[config.mk]
export PLATFORM = sky130hd
export DESIGN_NAME = jtkunio_rom_arb_flat
export DESIGN_NICKNAME = d
export VERILOG_FILES = /design/src/rtl/jtkunio_rom_arb_if.sv /design/src/rtl/jtkunio_rom_arb.sv /design/src/flat_wrapper.sv
export SDC_FILE = /design/constraint.sdc
export NUM_CORES = 1
export LEC_CHECK = 0
export BUFFER_PORTS_ARGS = -buffer_cell sky130_fd_sc_hd__buf_2
export CORE_ASPECT_RATIO = 1.25
export CORE_MARGIN = 3
export CORE_UTILIZATION = 40
export DETAILED_ROUTE_END_ITERATION = 8
export PLACE_DENSITY_LB_ADDON = 0.12
export SLEW_MARGIN = 20
export SYNTH_ARGS = -nofsm -noshare
export SYNTH_HDL_FRONTEND = slang
export SYNTH_SLANG_ARGS = --single-unit
[constraint.sdc]
create_clock -name clk -period 3.5 [get_ports clk]
set_input_delay 0 -clock clk [delete_from_list [all_inputs] [get_ports clk]]
set_output_delay 0 -clock clk [all_outputs]
set_load 0.05 [all_outputs]
[src/rtl/jtkunio_rom_arb_if.sv]
// Bus bundle between the ROM arbiter, its three byte-wide requesters and the SDRAM bank.
// The slave modport is the arbiter's view; master is the environment (CPUs plus SDRAM controller).
interface jtkunio_rom_arb_if #(
    parameter int unsigned AW0 = 16,
    parameter int unsigned AW1 = 15,
    parameter int unsigned AW2 = 17
);
    logic [AW0-1:0] slot0_addr;
    logic           slot0_cs;
    logic           slot0_ok;
    logic [7:0]     slot0_data;

    logic [AW1-1:0] slot1_addr;
    logic           slot1_cs;
    logic           slot1_ok;
    logic [7:0]     slot1_data;

    logic [AW2-1:0] slot2_addr;
    logic           slot2_cs;
    logic           slot2_ok;
    logic [7:0]     slot2_data;

    logic           downloading;
    logic [21:0]    ba_addr;
    logic           ba_rd;
    logic           ba_ack;
    logic           ba_rdy;
    logic [15:0]    data_read;

    modport slave (
        input  slot0_addr, slot0_cs, slot1_addr, slot1_cs, slot2_addr, slot2_cs,
        input  downloading, ba_ack, ba_rdy, data_read,
        output slot0_ok, slot0_data, slot1_ok, slot1_data, slot2_ok, slot2_data,
        output ba_addr, ba_rd
    );

    modport master (
        output slot0_addr, slot0_cs, slot1_addr, slot1_cs, slot2_addr, slot2_cs,
        output downloading, ba_ack, ba_rdy, data_read,
        input  slot0_ok, slot0_data, slot1_ok, slot1_data, slot2_ok, slot2_data,
        input  ba_addr, ba_rd
    );
endinterface

[src/rtl/jtkunio_rom_arb.sv]
// Three-slot SDRAM ROM arbiter: each byte requester has a one-word cache, misses are
// served one at a time in round-robin order.
module jtkunio_rom_arb #(
    parameter int unsigned AW0  = 16,
    parameter int unsigned AW1  = 15,
    parameter int unsigned AW2  = 17,
    parameter logic [21:0] OFF0 = 22'h0,
    parameter logic [21:0] OFF1 = 22'h8000,
    parameter logic [21:0] OFF2 = 22'hC000
) (
    input  logic             clk,
    input  logic             rst,
    jtkunio_rom_arb_if.slave bus
);
    localparam int unsigned NS = 3;
    localparam int unsigned WW = 22;
    localparam int unsigned DW = 16;
    localparam int unsigned SW = 2;

    typedef enum logic [1:0] {
        IDLE     = 2'd0,
        WAIT_ACK = 2'd1,
        WAIT_RDY = 2'd2
    } state_t;

    state_t          state_q, state_d;
    logic [SW-1:0]   sel_q, sel_d;
    logic [SW-1:0]   last_q, last_d;
    logic            taint_q, taint_d;
    logic            ba_rd_q, ba_rd_d;
    logic [WW-1:0]   ba_addr_q, ba_addr_d;
    logic [NS-1:0]   valid_q, valid_d;
    logic [WW-1:0]   tag_q  [NS];
    logic [WW-1:0]   tag_d  [NS];
    logic [DW-1:0]   data_q [NS];
    logic [DW-1:0]   data_d [NS];

    logic [WW-1:0]   wa_c [NS];
    logic [NS-1:0]   cs_c;
    logic [NS-1:0]   hit_c;
    logic [NS-1:0]   pend_c;
    logic [SW-1:0]   pick_c;
    logic [WW-1:0]   pick_wa_c;
    logic            fill_c;

    // Word address per slot, hit detection and pending requests
    always_comb begin
        wa_c[0] = WW'(bus.slot0_addr[AW0-1:1]) + OFF0;
        wa_c[1] = WW'(bus.slot1_addr[AW1-1:1]) + OFF1;
        wa_c[2] = WW'(bus.slot2_addr[AW2-1:1]) + OFF2;
        cs_c    = {bus.slot2_cs, bus.slot1_cs, bus.slot0_cs};
        hit_c   = '0;
        for (int i = 0; i < int'(NS); i++) begin
            hit_c[i] = cs_c[i] & valid_q[i] & (tag_q[i] == wa_c[i]);
        end
        pend_c = cs_c & ~hit_c & {NS{~bus.downloading}};
    end

    // Round-robin pick: search starts just after the last served slot
    always_comb begin
        pick_c = 2'd0;
        case (last_q)
            2'd0:    pick_c = pend_c[1] ? 2'd1 : (pend_c[2] ? 2'd2 : 2'd0);
            2'd1:    pick_c = pend_c[2] ? 2'd2 : (pend_c[0] ? 2'd0 : 2'd1);
            default: pick_c = pend_c[0] ? 2'd0 : (pend_c[1] ? 2'd1 : 2'd2);
        endcase
        pick_wa_c = wa_c[0];
        for (int i = 0; i < int'(NS); i++) begin
            if (pick_c == SW'(i)) pick_wa_c = wa_c[i];
        end
    end

    always_comb begin
        state_d   = state_q;
        sel_d     = sel_q;
        last_d    = last_q;
        ba_rd_d   = ba_rd_q;
        ba_addr_d = ba_addr_q;
        taint_d   = taint_q | bus.downloading;
        valid_d   = bus.downloading ? '0 : valid_q;
        tag_d     = tag_q;
        data_d    = data_q;
        fill_c    = 1'b0;

        case (state_q)
            IDLE: begin
                taint_d = 1'b0;
                ba_rd_d = 1'b0;
                if (|pend_c) begin
                    sel_d     = pick_c;
                    ba_addr_d = pick_wa_c;
                    ba_rd_d   = 1'b1;
                    state_d   = WAIT_ACK;
                end
            end
            WAIT_ACK: begin
                if (bus.ba_ack) begin
                    ba_rd_d = 1'b0;
                    if (bus.ba_rdy) begin
                        fill_c  = 1'b1;
                        state_d = IDLE;
                    end else begin
                        state_d = WAIT_RDY;
                    end
                end
            end
            WAIT_RDY: begin
                if (bus.ba_rdy) begin
                    fill_c  = 1'b1;
                    state_d = IDLE;
                end
            end
            default: begin
                ba_rd_d = 1'b0;
                state_d = IDLE;
            end
        endcase

        // A download seen at any point of the transfer leaves the filled word invalid
        if (fill_c) begin
            last_d = sel_q;
            for (int i = 0; i < int'(NS); i++) begin
                if (sel_q == SW'(i)) begin
                    tag_d[i]   = ba_addr_q;
                    data_d[i]  = bus.data_read;
                    valid_d[i] = ~(bus.downloading | taint_q);
                end
            end
        end
    end

    always_ff @(posedge clk or posedge rst) begin
        if (rst) begin
            state_q   <= IDLE;
            sel_q     <= '0;
            last_q    <= 2'd2;
            taint_q   <= 1'b0;
            ba_rd_q   <= 1'b0;
            ba_addr_q <= '0;
            valid_q   <= '0;
            for (int i = 0; i < int'(NS); i++) begin
                tag_q[i]  <= '0;
                data_q[i] <= '0;
            end
        end else begin
            state_q   <= state_d;
            sel_q     <= sel_d;
            last_q    <= last_d;
            taint_q   <= taint_d;
            ba_rd_q   <= ba_rd_d;
            ba_addr_q <= ba_addr_d;
            valid_q   <= valid_d;
            for (int i = 0; i < int'(NS); i++) begin
                tag_q[i]  <= tag_d[i];
                data_q[i] <= data_d[i];
            end
        end
    end

    assign bus.ba_rd      = ba_rd_q;
    assign bus.ba_addr    = ba_addr_q;
    assign bus.slot0_ok   = hit_c[0];
    assign bus.slot1_ok   = hit_c[1];
    assign bus.slot2_ok   = hit_c[2];
    assign bus.slot0_data = bus.slot0_addr[0] ? data_q[0][15:8] : data_q[0][7:0];
    assign bus.slot1_data = bus.slot1_addr[0] ? data_q[1][15:8] : data_q[1][7:0];
    assign bus.slot2_data = bus.slot2_addr[0] ? data_q[2][15:8] : data_q[2][7:0];
endmodule

[src/flat_wrapper.sv]
// flat-port wrapper written by rule: the top's interface ports become plain ports
module jtkunio_rom_arb_flat 
#(
    parameter int unsigned AW0  = 16,
    parameter int unsigned AW1  = 15,
    parameter int unsigned AW2  = 17,
    parameter logic [21:0] OFF0 = 22'h0,
    parameter logic [21:0] OFF1 = 22'h8000,
    parameter logic [21:0] OFF2 = 22'hC000
)
  (clk, rst, bus_slot0_addr, bus_slot0_cs, bus_slot1_addr, bus_slot1_cs, bus_slot2_addr, bus_slot2_cs, bus_downloading, bus_ba_ack, bus_ba_rdy, bus_data_read, bus_slot0_ok, bus_slot0_data, bus_slot1_ok, bus_slot1_data, bus_slot2_ok, bus_slot2_data, bus_ba_addr, bus_ba_rd);
  jtkunio_rom_arb_if #(.AW0(AW0), .AW1(AW1), .AW2(AW2)) bus_i ();
  input  logic clk;
  input  logic rst;
  input wire logic [$bits(bus_i.slot0_addr)-1:0] bus_slot0_addr;
  input wire logic [$bits(bus_i.slot0_cs)-1:0] bus_slot0_cs;
  input wire logic [$bits(bus_i.slot1_addr)-1:0] bus_slot1_addr;
  input wire logic [$bits(bus_i.slot1_cs)-1:0] bus_slot1_cs;
  input wire logic [$bits(bus_i.slot2_addr)-1:0] bus_slot2_addr;
  input wire logic [$bits(bus_i.slot2_cs)-1:0] bus_slot2_cs;
  input wire logic [$bits(bus_i.downloading)-1:0] bus_downloading;
  input wire logic [$bits(bus_i.ba_ack)-1:0] bus_ba_ack;
  input wire logic [$bits(bus_i.ba_rdy)-1:0] bus_ba_rdy;
  input wire logic [$bits(bus_i.data_read)-1:0] bus_data_read;
  output wire logic [$bits(bus_i.slot0_ok)-1:0] bus_slot0_ok;
  output wire logic [$bits(bus_i.slot0_data)-1:0] bus_slot0_data;
  output wire logic [$bits(bus_i.slot1_ok)-1:0] bus_slot1_ok;
  output wire logic [$bits(bus_i.slot1_data)-1:0] bus_slot1_data;
  output wire logic [$bits(bus_i.slot2_ok)-1:0] bus_slot2_ok;
  output wire logic [$bits(bus_i.slot2_data)-1:0] bus_slot2_data;
  output wire logic [$bits(bus_i.ba_addr)-1:0] bus_ba_addr;
  output wire logic [$bits(bus_i.ba_rd)-1:0] bus_ba_rd;
  assign bus_i.slot0_addr = bus_slot0_addr;
  assign bus_i.slot0_cs = bus_slot0_cs;
  assign bus_i.slot1_addr = bus_slot1_addr;
  assign bus_i.slot1_cs = bus_slot1_cs;
  assign bus_i.slot2_addr = bus_slot2_addr;
  assign bus_i.slot2_cs = bus_slot2_cs;
  assign bus_i.downloading = bus_downloading;
  assign bus_i.ba_ack = bus_ba_ack;
  assign bus_i.ba_rdy = bus_ba_rdy;
  assign bus_i.data_read = bus_data_read;
  assign bus_slot0_ok = bus_i.slot0_ok;
  assign bus_slot0_data = bus_i.slot0_data;
  assign bus_slot1_ok = bus_i.slot1_ok;
  assign bus_slot1_data = bus_i.slot1_data;
  assign bus_slot2_ok = bus_i.slot2_ok;
  assign bus_slot2_data = bus_i.slot2_data;
  assign bus_ba_addr = bus_i.ba_addr;
  assign bus_ba_rd = bus_i.ba_rd;
  jtkunio_rom_arb #(.AW0(AW0), .AW1(AW1), .AW2(AW2), .OFF0(OFF0), .OFF1(OFF1), .OFF2(OFF2)) u_core (.clk(clk), .rst(rst), .bus(bus_i));
endmodule
==> metrics.md <==
| Metric | Value |
|---|---|
| Max stage delay on crit path | `550 ps` |
| CP Class | `register to register` |
| Leak Pwr | `3.83 nW` |
| DRT antenna net count | `0` |
| Max frequency | `0.304 GHz` |
| Post-CTS setup buffer count | `0` |
| Crit path depth | `8` |
| PD cells | `941 nW/um2` |
| Family with the most delay on the worst path | `compound AO/OA/AOI/OAI gates` |
| Post-synthesis sequential area ratio | `51.7%` |
| Routed WL | `about 17,000 um` |
| Final instance area | `8270 um2` |
| DRC | `0` |
| VDD IR max | `0.615 mV` |
| Most frequent cell after synthesis | `dfrtp_1` |
| Min-Delay Endpoint | `u_core.bus.ba_addr[16]$_DFFE_PP0P_` |
| Max Cap Violations | `0` |
| Slew Viols, Final | `0` |
| Synth area leader | `dfrtp_1` |
| Row count | `50` |
| Max-slew headroom | `38.0%` |
| Final Hold Fails | `0` |
| Die Y | `~140 um` |
| EDFF count, synth | `0` |
| Final Skew | `8.84 ps` |
| Routed vias | `roughly 4,400` |
| Count of cell types in the netlist | `47` |
| Ys Warns | `0` |
| # setup viols final | `0` |
| #FFs+latches synth | `127` |
| Crit path buf inv count | `1` |
| Synth cell count leaders | `dfrtp_1, mux2_2, xor2_1, xnor2_1, nand2_1` |
| Worst R2R Start | `u_core.tag_q[10]$_DFFE_PP0P_` |
| Worst r2r dst | `u_core.bus.ba_addr[14]$_DFFE_PP0P_` |
| Period utilization | `a little over nine tenths` |
| Sum Neg Setup Slack | `0 ps` |
| Die area | `roughly 17,000 um2` |
| # IOs | `122` |
| Hold Path Depth | `4` |
| Max Buffers Root-to-Sink | `2` |
| Post-DP Area | `6930 um2` |
| Initial antenna violation count | `0` |
| DP Wirelength | `about 12,000 um` |
| Placed Cells | `between 700 and 800` |
| Synth Flop Type | `dfrtp_1` |
| Synthesis-to-finish area growth | `34.4%` |
| Iteration-0 DRC Markers | `206` |
| I/O Buffers | `116` |
| Mapped Cells | `452` |
| Critical Path End Type | `register` |
| Initial cell density of the core | `41.0%` |
| Chip width | `117 um` |
| Unrepaired setup endpoints after global routing | `false` |
| Cell Area, Synth | `6150 um2` |
| Ant. Diodes | `0` |
| Slowest CP cell | `dlygate4sd3_1` |
| Synth top area cells | `dfrtp_1, mux2_2, xor2_1` |
| Hold Path Class | `primary input to register` |
| CTS tree | `yes` |
| Asr flop ratio synth | `between 90% and 100%` |
| CTS clk-pin slew, worst paths | `60 ps` |
| Share of layout cells above drive strength 1 | `47.2%` |
| Final critical-path required period | `3290 ps` |
| Nature of the critical path startpoint | `register` |
| CP Max Fanout | `14` |
| Util after Layout | `between 50 and 60%` |
| Critical Path RT | `3790 ps` |
| CTS Buf Count | `17` |
| Non-Filler Instances | `836` |
| Total GRT Usage | `20.3%` |
| Number of global-route vias before repair | `about 4,700` |
| Worst-path cell chain | `xor2_1, nor4_1, nand3_1, o41a_1, o211a_2, and3_1, o22a_1, dlygate4sd3_1` |
| Gpl congestion | `0.808` |
| First-pass GRT wire length | `25,400 um` |
| Core box area | `15,000 um2` |
| Clock latency on the worst-skew pair | `420 ps` |
| H-tree Lvls | `4` |
| Syn avg cell area | `roughly 14 um2` |
| Reg2reg setup slack | `210 ps` |
| Share of the synthesized area in the top cell type | `51.2%` |
| Layout Nets | `717` |
| First-pass detailed-route iteration total | `4` |
| Status | `finished clean` |
| Hold Startpoint | `bus_slot2_addr[16]` |
| R2R cell count | `8` |
| Clk sinks | `127` |
| Critical Path AT | `3580 ps` |
| Vias/cell | `5.26` |
| Root Driver | `clkbuf_16` |
| Largest net degree at the start of global routing | `86` |
| Per-cell routed wire length | `20.0 um` |
| Worst-Margin Slew | `approximately 930 ps` |
| Gr ovfl total | `0` |
-- worst max-delay path by stage --
stage	startpoint	to	slack, ps
final	u_core.tag_q[10]$_DFFE_PP0P_	u_core.bus.ba_addr[14]$_DFFE_PP0P_	210
after global routing	u_core.tag_q[10]$_DFFE_PP0P_	u_core.bus.ba_addr[14]$_DFFE_PP0P_	100
after CTS	u_core.tag_q[10]$_DFFE_PP0P_	u_core.bus.ba_addr[14]$_DFFE_PP0P_	60
after detailed placement	u_core.tag_q[10]$_DFFE_PP0P_	u_core.bus.ba_addr[3]$_DFFE_PP0P_	540
after global placement	u_core.tag_q[10]$_DFFE_PP0P_	u_core.bus.ba_addr[0]$_DFFE_PP0P_	540
after floorplan	rst	u_core.bus.ba_addr[0]$_DFFE_PP0P_	120
-- metrics by stage --
| stage | setup WS [ps] | total power [mW] | hold slack, ps |
|---|---|---|---|
| final | 212 | 7.78 | 52.9 |
| after global routing | 95.3 | 8.18 | 51.4 |
| after global placement | 536 | 5.54 | 268 |
| after CTS | 64.4 | 7.85 | 32.1 |
| after floorplan | 117 | 4.84 | 66.8 |
| after detailed placement | 540 | 5.63 | 272 |
-- state kept, by name, summed over array words and instances, names as in the netlist --
register,count
u_core.bus.ba_addr,17
u_core.sel_q,2
u_core.bus.ba_rd,1
u_core.taint_q,1
u_core.last_q,2
u_core.tag_q,51
u_core.valid_q,3
u_core.state_q,2
u_core.data_q,48
-- worst register-to-register path, stage by stage (launching register included) --
cell and delay (ps):
dfrtp_1 390, xor2_1 200, nor4_1 400, nand3_1 220, o41a_1 550, o211a_2 460
and3_1 250, o22a_1 160, dlygate4sd3_1 550
-- what timing repair did --
action	4_1_cts	5_1_grt
gates resized for setup	0	1
hold endpoints to repair	151	0
hold buffers	64	0
setup endpoints to repair	0	1
-- cells by family after synthesis --
kind of cell / count (synthesis) / share of synthesized area (%)
other: 1 / 0.0609
xor gates and xnor gates: 46 / 6.55
muxes: 126 / 23.0
and+or+nand+nor: 62 / 6.10
DFF: 127 / 51.7
buffers and inverters: 32 / 3.07
adders and majority gates: 4 / 0.813
AOI/OAI and AO/OA: 54 / 8.72
-- layout by cell type (no fill, tap or decap), types with 6 or more instances in the layout --
master / count
dfrtp_1: 126
mux2_2: 125
buf_2: 116
dlygate4sd3_1: 64
xor2_1: 25
xnor2_1: 21
nand2_1: 19
clkbuf_16: 17
a2bb2oi_2: 11
buf_4: 11
nor4_1: 10
nor2_1: 8
o221ai_1: 8
bufinv_16: 7
nand4_1: 6
inv_1: 6
o221ai_2: 6
-- layer usage --
metal	share of wire [%]	wire length [um]	GRT usage [%]
met3	5.1	857	6.41
met4	2.1	355	6.82
met1	41	6830	23.7
met2	52	8670	35.3
met5	0	0	0
-- power by group --
| group | leakage, nW | internal [mW] | total [mW] | switching [mW] |
|---|---|---|---|---|
| Clock | 0.343 | 1.46 | 2.11 | 0.647 |
| Sequential | 1.63 | 2.13 | 2.61 | 0.474 |
| Combinational | 1.86 | 1.23 | 3.07 | 1.84 |
| Total | 3.83 | 4.82 | 7.78 | 2.96 |
-- cell type report --
cell class | instances | area (um2)
inverters | 7 | 31.3
flip-flops and latches | 127 | 3180
well taps | 182 | 228
multi-input cells | 297 | 2830
fillers | 1329 | 6740
clock inverters | 11 | 233
clock buffers | 21 | 470
repair buffers | 191 | 1300
(Power assumes the default switching activity.)
